===== config.mk =====
export PLATFORM = sky130hd
export DESIGN_NAME = time_entry_encoder
export DESIGN_NICKNAME = d
export VERILOG_FILES = /design/src/rtl/time_entry_encoder.sv
export SDC_FILE = /design/constraint.sdc
export NUM_CORES = 1
export LEC_CHECK = 0
export ABC_CLOCK_PERIOD_IN_PS = 2600
export CAP_MARGIN = 0
export CORE_ASPECT_RATIO = 1.25
export CORE_UTILIZATION = 46
export DETAILED_ROUTE_END_ITERATION = 16
export GPL_TIMING_DRIVEN = 0
export HOLD_SLACK_MARGIN = 0.05
export MAX_ROUTING_LAYER = met4
export PLACE_DENSITY = 0.73
export SLEW_MARGIN = 20
export SYNTH_ARGS = -nofsm -noshare
export SYNTH_HDL_FRONTEND = slang
export SYNTH_SLANG_ARGS = --single-unit

===== constraint.sdc =====
create_clock -name clk -period 2.6 [get_ports clk]
set_input_delay 0.52 -clock clk [delete_from_list [all_inputs] [get_ports clk]]
set_output_delay 0.52 -clock clk [all_outputs]
set_load 0.02 [all_outputs]

===== src/rtl/time_entry_encoder.sv =====
// time_entry_encoder: keypad-side encoder for the mm:ss timer.
// Collects up to four BCD digits (shifting in from the right), converts them
// on commit to {minutes[5:0], seconds[5:0]} and offers the result to the
// counter's load port over a valid/ready handshake.
// Optional build macro: TIME_ENTRY_AUTOCOMMIT_EN -- a legal 4th digit starts
// the conversion without an explicit commit.
module time_entry_encoder #(
    parameter int MAX_MIN = 63,
    parameter int MAX_SEC = 59
) (
    input  logic        clk,
    input  logic        nrst,
    input  logic [3:0]  digit_in,
    input  logic        digit_strobe,
    input  logic        commit,
    input  logic        clear,
    input  logic        time_ready,
    output logic [11:0] time_out,
    output logic        time_valid,
    output logic        error,
    output logic [2:0]  digit_count,
    output logic [15:0] bcd_out
);

    localparam logic [1:0] S_IDLE    = 2'd0;
    localparam logic [1:0] S_ENTRY   = 2'd1;
    localparam logic [1:0] S_CONVERT = 2'd2;
    localparam logic [1:0] S_VALID   = 2'd3;

    logic [1:0]  state;
    logic [15:0] bcd;
    logic [2:0]  count;
    logic [6:0]  min_val;
    logic [6:0]  sec_val;
    logic        range_bad;

    // Two BCD digits to binary: tens*10 + ones, at most 99 so 7 bits suffice.
    function automatic logic [6:0] bcd_to_bin(input logic [3:0] tens,
                                              input logic [3:0] ones);
        logic [6:0] t;
        t = {3'b000, tens};
        return (t << 3) + (t << 1) + {3'b000, ones};
    endfunction

    assign min_val   = bcd_to_bin(bcd[15:12], bcd[11:8]);
    assign sec_val   = bcd_to_bin(bcd[7:4], bcd[3:0]);
    assign range_bad = (min_val > 7'(MAX_MIN)) || (sec_val > 7'(MAX_SEC));

    assign digit_count = count;
    assign bcd_out     = bcd;

    // Entry / convert / handshake state machine; error is a one-cycle pulse.
    always_ff @(posedge clk or negedge nrst) begin
        if (!nrst) begin
            state      <= S_IDLE;
            bcd        <= 16'h0000;
            count      <= 3'd0;
            time_out   <= 12'h000;
            time_valid <= 1'b0;
            error      <= 1'b0;
        end else begin
            error <= 1'b0;
            if (clear) begin
                state      <= S_IDLE;
                bcd        <= 16'h0000;
                count      <= 3'd0;
                time_valid <= 1'b0;
            end else begin
                case (state)
                    S_IDLE, S_ENTRY: begin
                        if (commit) begin
                            // A commit always swallows a simultaneous digit;
                            // with nothing buffered it does nothing at all.
                            if (state == S_ENTRY) begin
                                state <= S_CONVERT;
                            end
                        end else if (digit_strobe) begin
                            if (digit_in > 4'd9) begin
                                error <= 1'b1;
                            end else if (count < 3'd4) begin
                                bcd   <= {bcd[11:0], digit_in};
                                count <= count + 3'd1;
`ifdef TIME_ENTRY_AUTOCOMMIT_EN
                                state <= (count == 3'd3) ? S_CONVERT : S_ENTRY;
`else
                                state <= S_ENTRY;
`endif
                            end
                        end
                    end
                    S_CONVERT: begin
                        if (range_bad) begin
                            error <= 1'b1;
                            bcd   <= 16'h0000;
                            count <= 3'd0;
                            state <= S_IDLE;
                        end else begin
                            time_out   <= {min_val[5:0], sec_val[5:0]};
                            time_valid <= 1'b1;
                            state      <= S_VALID;
                        end
                    end
                    S_VALID: begin
                        // time_out is left holding the delivered value.
                        if (time_ready) begin
                            time_valid <= 1'b0;
                            bcd        <= 16'h0000;
                            count      <= 3'd0;
                            state      <= S_IDLE;
                        end
                    end
                    default: begin
                        state <= S_IDLE;
                    end
                endcase
            end
        end
    end

endmodule


* Word-level counts from Yosys, hierarchy flattened
Index checks and enable logic that the tools add are counted.
Word-level totals: input port bits 10, register bits after elaboration 35, output and inout bits 33
Operators by class: order comparisons 4, bitwise logic cells 2, add/sub/neg operators 5, reductions and logical operators 8, muxes and demuxes 35, eq/ne operators 14
Operators with widths (number):
- 2-to-1 mux 16 bit | 7
- one-hot mux 16 bit (3 select lines) | 1
- 2-to-1 mux 3 bit | 7
- inequality test 3 bit (second input constant) | 7
- 2-to-1 mux 2 bit | 8
- inequality test 4 bit (second input constant) | 4
- adder 7 x 4 -> 7 bit | 2
- adder 7 x 5 -> 7 bit | 2
- greater-than comparator 7 x 6 -> 1 bit (second input constant) | 2
- one-hot mux 3 bit (3 select lines) | 1
- 2-to-1 mux 1 bit | 8
- one-hot mux 2 bit (3 select lines) | 1
- AND reduction 3 bit | 2
- AND reduction 6 bit | 1
- AND reduction 5 bit | 1
- equality test 2 bit (second input constant) | 2
- greater-than comparator 4 bit (second input constant) | 1
- one-hot mux 1 bit (2 select lines) | 2
- adder 3 x 1 -> 3 bit (second input constant) | 1
- < comparator 3 bit (second input constant) | 1
- nonzero test 3 bit | 1
- equality test 2 x 1 -> 1 bit (second input constant) | 1
- logical NOT 2 bit | 1
- inverter 1 bit | 2
- other kinds (2) | 2

* Depth between registers and ports, before layout
word-level depth 7, depth in mapped cells 13

* Least setup slack after synthesis
Ideal clock, no wire load.
path kind reg-to-reg, from reg bcd[11], in the netlist bcd_out[11], to reg time_out[0], library setup time 0.127 ns, slack -0.498 ns, arrival time 2.970 ns, cell stages (with the launch flop) 13, buffers on the path 2, path through dfrtp_1 > inv_1 > fa_1 > inv_1 > fa_1 > a21o_1 > a21oi_2 > xnor2_1 > a311oi_1 > and3_1 > buf_6 > buf_8 > mux2_1
Between the ends: word-level cells in the longest chain between the ends 5
Ends and longest elaborated chain:
- start: declaration | RTL line 31 | logic [15:0] bcd;
- start signal: assignment | RTL line 81 | bcd <= {bcd[11:0], digit_in};
- adder 7 x 4 -> 7 bit | RTL line 42 | return (t << 3) + (t << 1) + {3'b000, ones};
- greater-than comparator 7 x 6 -> 1 bit | RTL line 47 | assign range_bad = (min_val > 7'(MAX_MIN)) || (sec_val > 7'(MAX_SEC));
- logical OR 1 bit | RTL line 47
- inverter 1 bit (no line)
- AND reduction 3 bit (no line)
- end signal: assignment | RTL line 98 | time_out <= {min_val[5:0], sec_val[5:0]};
- end: declaration | RTL line 18 | output logic [11:0] time_out,
Every way passes these cells. A chain may end at the register's enable or synchronous reset.

* Worst setup path in the final report
from reg bcd[4], in the netlist bcd_out[4], to reg time_out[2]
Between the ends: word-level cells in the longest chain between the ends 6
Ends and longest elaborated chain (RTL line):
- adder 7 x 5 -> 7 bit * | 42
- adder 7 x 4 -> 7 bit * | 42
- greater-than comparator 7 x 6 -> 1 bit | 47
- logical OR 1 bit | 47
- inverter 1 bit (no line)
- AND reduction 3 bit (no line)
Mark *: on every way between the ends. The rest lies on a longest branch, timed or not.

==> summary.md <==
| Metric | Value |
|---|---|
| IO Count | 43 |
| Ys Warns | 0 |
| RR Startpoint | bcd_out[4] |
| Clk Tree Root Cell | clkbuf_8 |
| Total core area | 0.004425 mm² |
| Cell Area, Placed | 0.002686 mm² |
| Max-capacitance violation count | 0 |
| HPWL after DPL | 3277 µm |
| P per Cell Area | 474.6 mW/mm² |
| R2R Setup Slk | -0.44 ns |
| Final TNS setup | -12.26 ns |
| GRT overflow | 0 |
| Total GRT Usage | 23.31% |
| Max FO, Critical Path | 5 |
| Syn Std Cell Area | 0.002140 mm² |
| Synth unique cells | 39 |
| Initial antenna violation count | 0 |
| CP cell instances | inv_2 -> fa_1 -> inv_1 -> ha_1 -> a21o_1 -> a21oi_2 -> xnor2_2 -> a311oi_2 -> and3_1 -> buf_6 -> bufbuf_16 -> mux2_4 |
| Bufs and invs on worst path | 4 |
| Fmax | 329.0 MHz |
| Reg2reg end | time_out[2] |
| Post-route minimum period | 3.040 ns |
| Wire per inst | 16.04 µm |
| Slew Viols, Final | 0 |
| Filler cells | 331 |
| Total Power | 1.451 mW |
| Crit start category | flip-flop |
| RSZ-0062 raised after global routing | yes |
| Peak supply drop | 228.3 µV |
| Share of post-route cells with drive strength above 1 | 31.70% |
| Worst Path Arrival | 3.23 ns |
| H-Tree Depth | 2 |
| Pre-antenna DRT Iters | 4 |
| Crit-path max cell delay | 0.59 ns |
| Failing checks | setup timing |
| Critical-path top delay cell | fa_1 |
| Worst Setup End Kind | flip-flop |
| Nets | 293 |
| Fin util | 69.07% |
| Mapped Nets | 220 |
| Post-synthesis average cell area | 11.20 µm² |
| Vias | 1773 |
| Most frequent cells in the layout | clkdlybuf4s50_1, dfrtp_1, buf_4 |
| Clk sinks | 35 |
| Worst-case clock buffer depth | 2 |
| Finished Cell Area | 0.003057 mm² |
| Period utilisation layout | 116.9% |
| # setup viols final | 34 |
| Status | complete, but fails checks |
| Die area | 0.004930 mm² |
| Least-Margin Pin Slew | 0.7226 ns |
| Flip-flop and latch area | 887.1 µm² |
| Critical path class | flip-flop to flip-flop |
| Required @ worst endpoint | 2.79 ns |
| Setup WS pre-CTS | -0.5618 ns |
| Die Height | 78.25 µm |
| Number of global-route vias before repair | 1789 |
| Final Hold Vio Count | 0 |
| DRC Markers | 0 |
| Top Family by Delay on Critical Path | adder cells |
| DRT iter0 DRCs | 117 |
| Final antenna-violating net count | 0 |
| Hold Path Class | input pin to asynchronous set/reset pin |
| TritonCTS buffer count | 5 |
| Clock Skew | 0.006559 ns |
| Clk_lat worst skew | 0.30 ns |
| Fin worst setup slack | -0.4397 ns |
| Worst-path clk slew | 0.08 ns |
| Initial core utilization | 48.35% |
| Die width | 63 µm |
| Vias per Instance | 5.489 |
| Rel. slew slack | 51.83% |
| Port Buffers | 42 |
| R2R depth | 12 |
| Hold_buf cts | 0 |
| Synth Register Bits | 35 |
| Leakage | 1.418 nW |
| Global-route wire length before repair | 8576 µm |
| RD Place Congestion | 0.7935 |
| # diodes | 0 |
| Largest net degree at the start of global routing | 26 |
| Routed wire length | 5181 µm |
| Area of the multi-input gates | 0.001162 mm² |
| Row count | 27 |
| Most common cell after layout, fill and taps aside | clkdlybuf4s50_1 |
| Area Overhead vs Synth | 42.87% |
| CTS tree | built |
| Cells after Synth | 191 |
| CP Launch Point | bcd_out[4] |
| Register area share after synthesis | 40.94% |
## what timing repair did
| action | CTS | global route |
|---|---|---|
| gates cloned | 2 | 0 |
| resized for setup | 7 | 6 |
| setup buffers | 16 | 7 |
| endpoints found under the setup margin | 34 | 35 |
| pin swaps | 3 | 1 |
## per-stage QoR
| step | cells | hold WS [ns] |
|---|---|---|
| 2_1_floorplan | 191 | 0.2244 |
| 3_3_place_gp | 291 | 0.4928 |
| 3_5_place_dp | 292 | 0.4136 |
| 4_1_cts | 318 | 0.09168 |
| 5_1_grt | 323 | 0.1048 |
| 6_report | 323 | 0.08341 |
## where the power goes
part | switching, mW | total (mW) | internal [mW]
Sequential | 0.0254 | 0.599 | 0.574
Combinational | 0.219 | 0.427 | 0.208
Clock | 0.210 | 0.424 | 0.214
Total | 0.455 | 1.45 | 0.996
## metal layers
metal / GRT usage, % / wire length (µm) / vias to the layer above
met3: 3.634 / 248 / 9
li1: - / - / 836
met2: 38.92 / 2634 / 64
met1: 28.48 / 2213 / 864
met5: - / 0 / -
met4: 8.140 / 85 / 0
## cell usage after synthesis (all sizes together)
cell type	instances	area [µm²]
mux2	11	123.9
nor2b	2	12.51
a31oi	1	6.260
clkbuf	4	15.01
xor2	2	17.52
buf	10	85.07
xnor2	4	35.03
o32a	1	10.01
nor3	4	20.02
nand3	1	5.000
nor3b	11	82.58
or2	1	6.260
a21o	6	45.04
nand2	2	7.510
a21oi	22	117.6
and2	1	6.260
o211ai	1	7.510
nand4	1	6.260
a211oi	1	7.510
nand2b	2	12.51
and3	2	12.51
inv	16	60.06
mux2i	1	10.01
o21ai	4	20.02
a311oi	1	8.760
ha	15	187.7
o2bb2ai	16	202.7
dfrtp	35	875.8
a32o	3	30.03
nor2	6	22.52
fa	4	80.08
## logic make-up after synthesis
family / after synthesis / synth area share [%]
adders and majority gates: 19 / 12.51
muxes: 12 / 6.257
and+or+nand+nor: 33 / 9.065
DFF: 35 / 40.94
buffers and inverters: 30 / 7.485
xor gates and xnor gates: 6 / 2.456
AOI/OAI and AO/OA: 56 / 21.29
## area by class of cell
class	count	share of cell area [%]
tap	58	2.374
clock buffer	7	2.824
timing repair buffer	66	21.94
sequential	35	29.02
multi-input combinational	126	38.03
clock inverter	1	0.1637
buffer	14	3.684
inverter	16	1.965
## sequential cells by signal, indices dropped and copies added, names as in the netlist
register     flops
time_valid       1
time_out        12
digit_count      3
state            2
bcd_out         16
error            1
## how the worst max path moves through the flow
stage                         to  slack [ns]  depth (start not counted)
finish               time_out[2]       -0.44                         12
global route         time_out[2]       -0.51                         12
CTS                  time_out[2]       -0.41                         12
detailed placement  time_out[10]       -0.56                         12
global placement    time_out[11]       -0.58                         12
floorplan            time_out[0]       -0.28                         12
No activity file was read; power rests on OpenSTA's default activity.
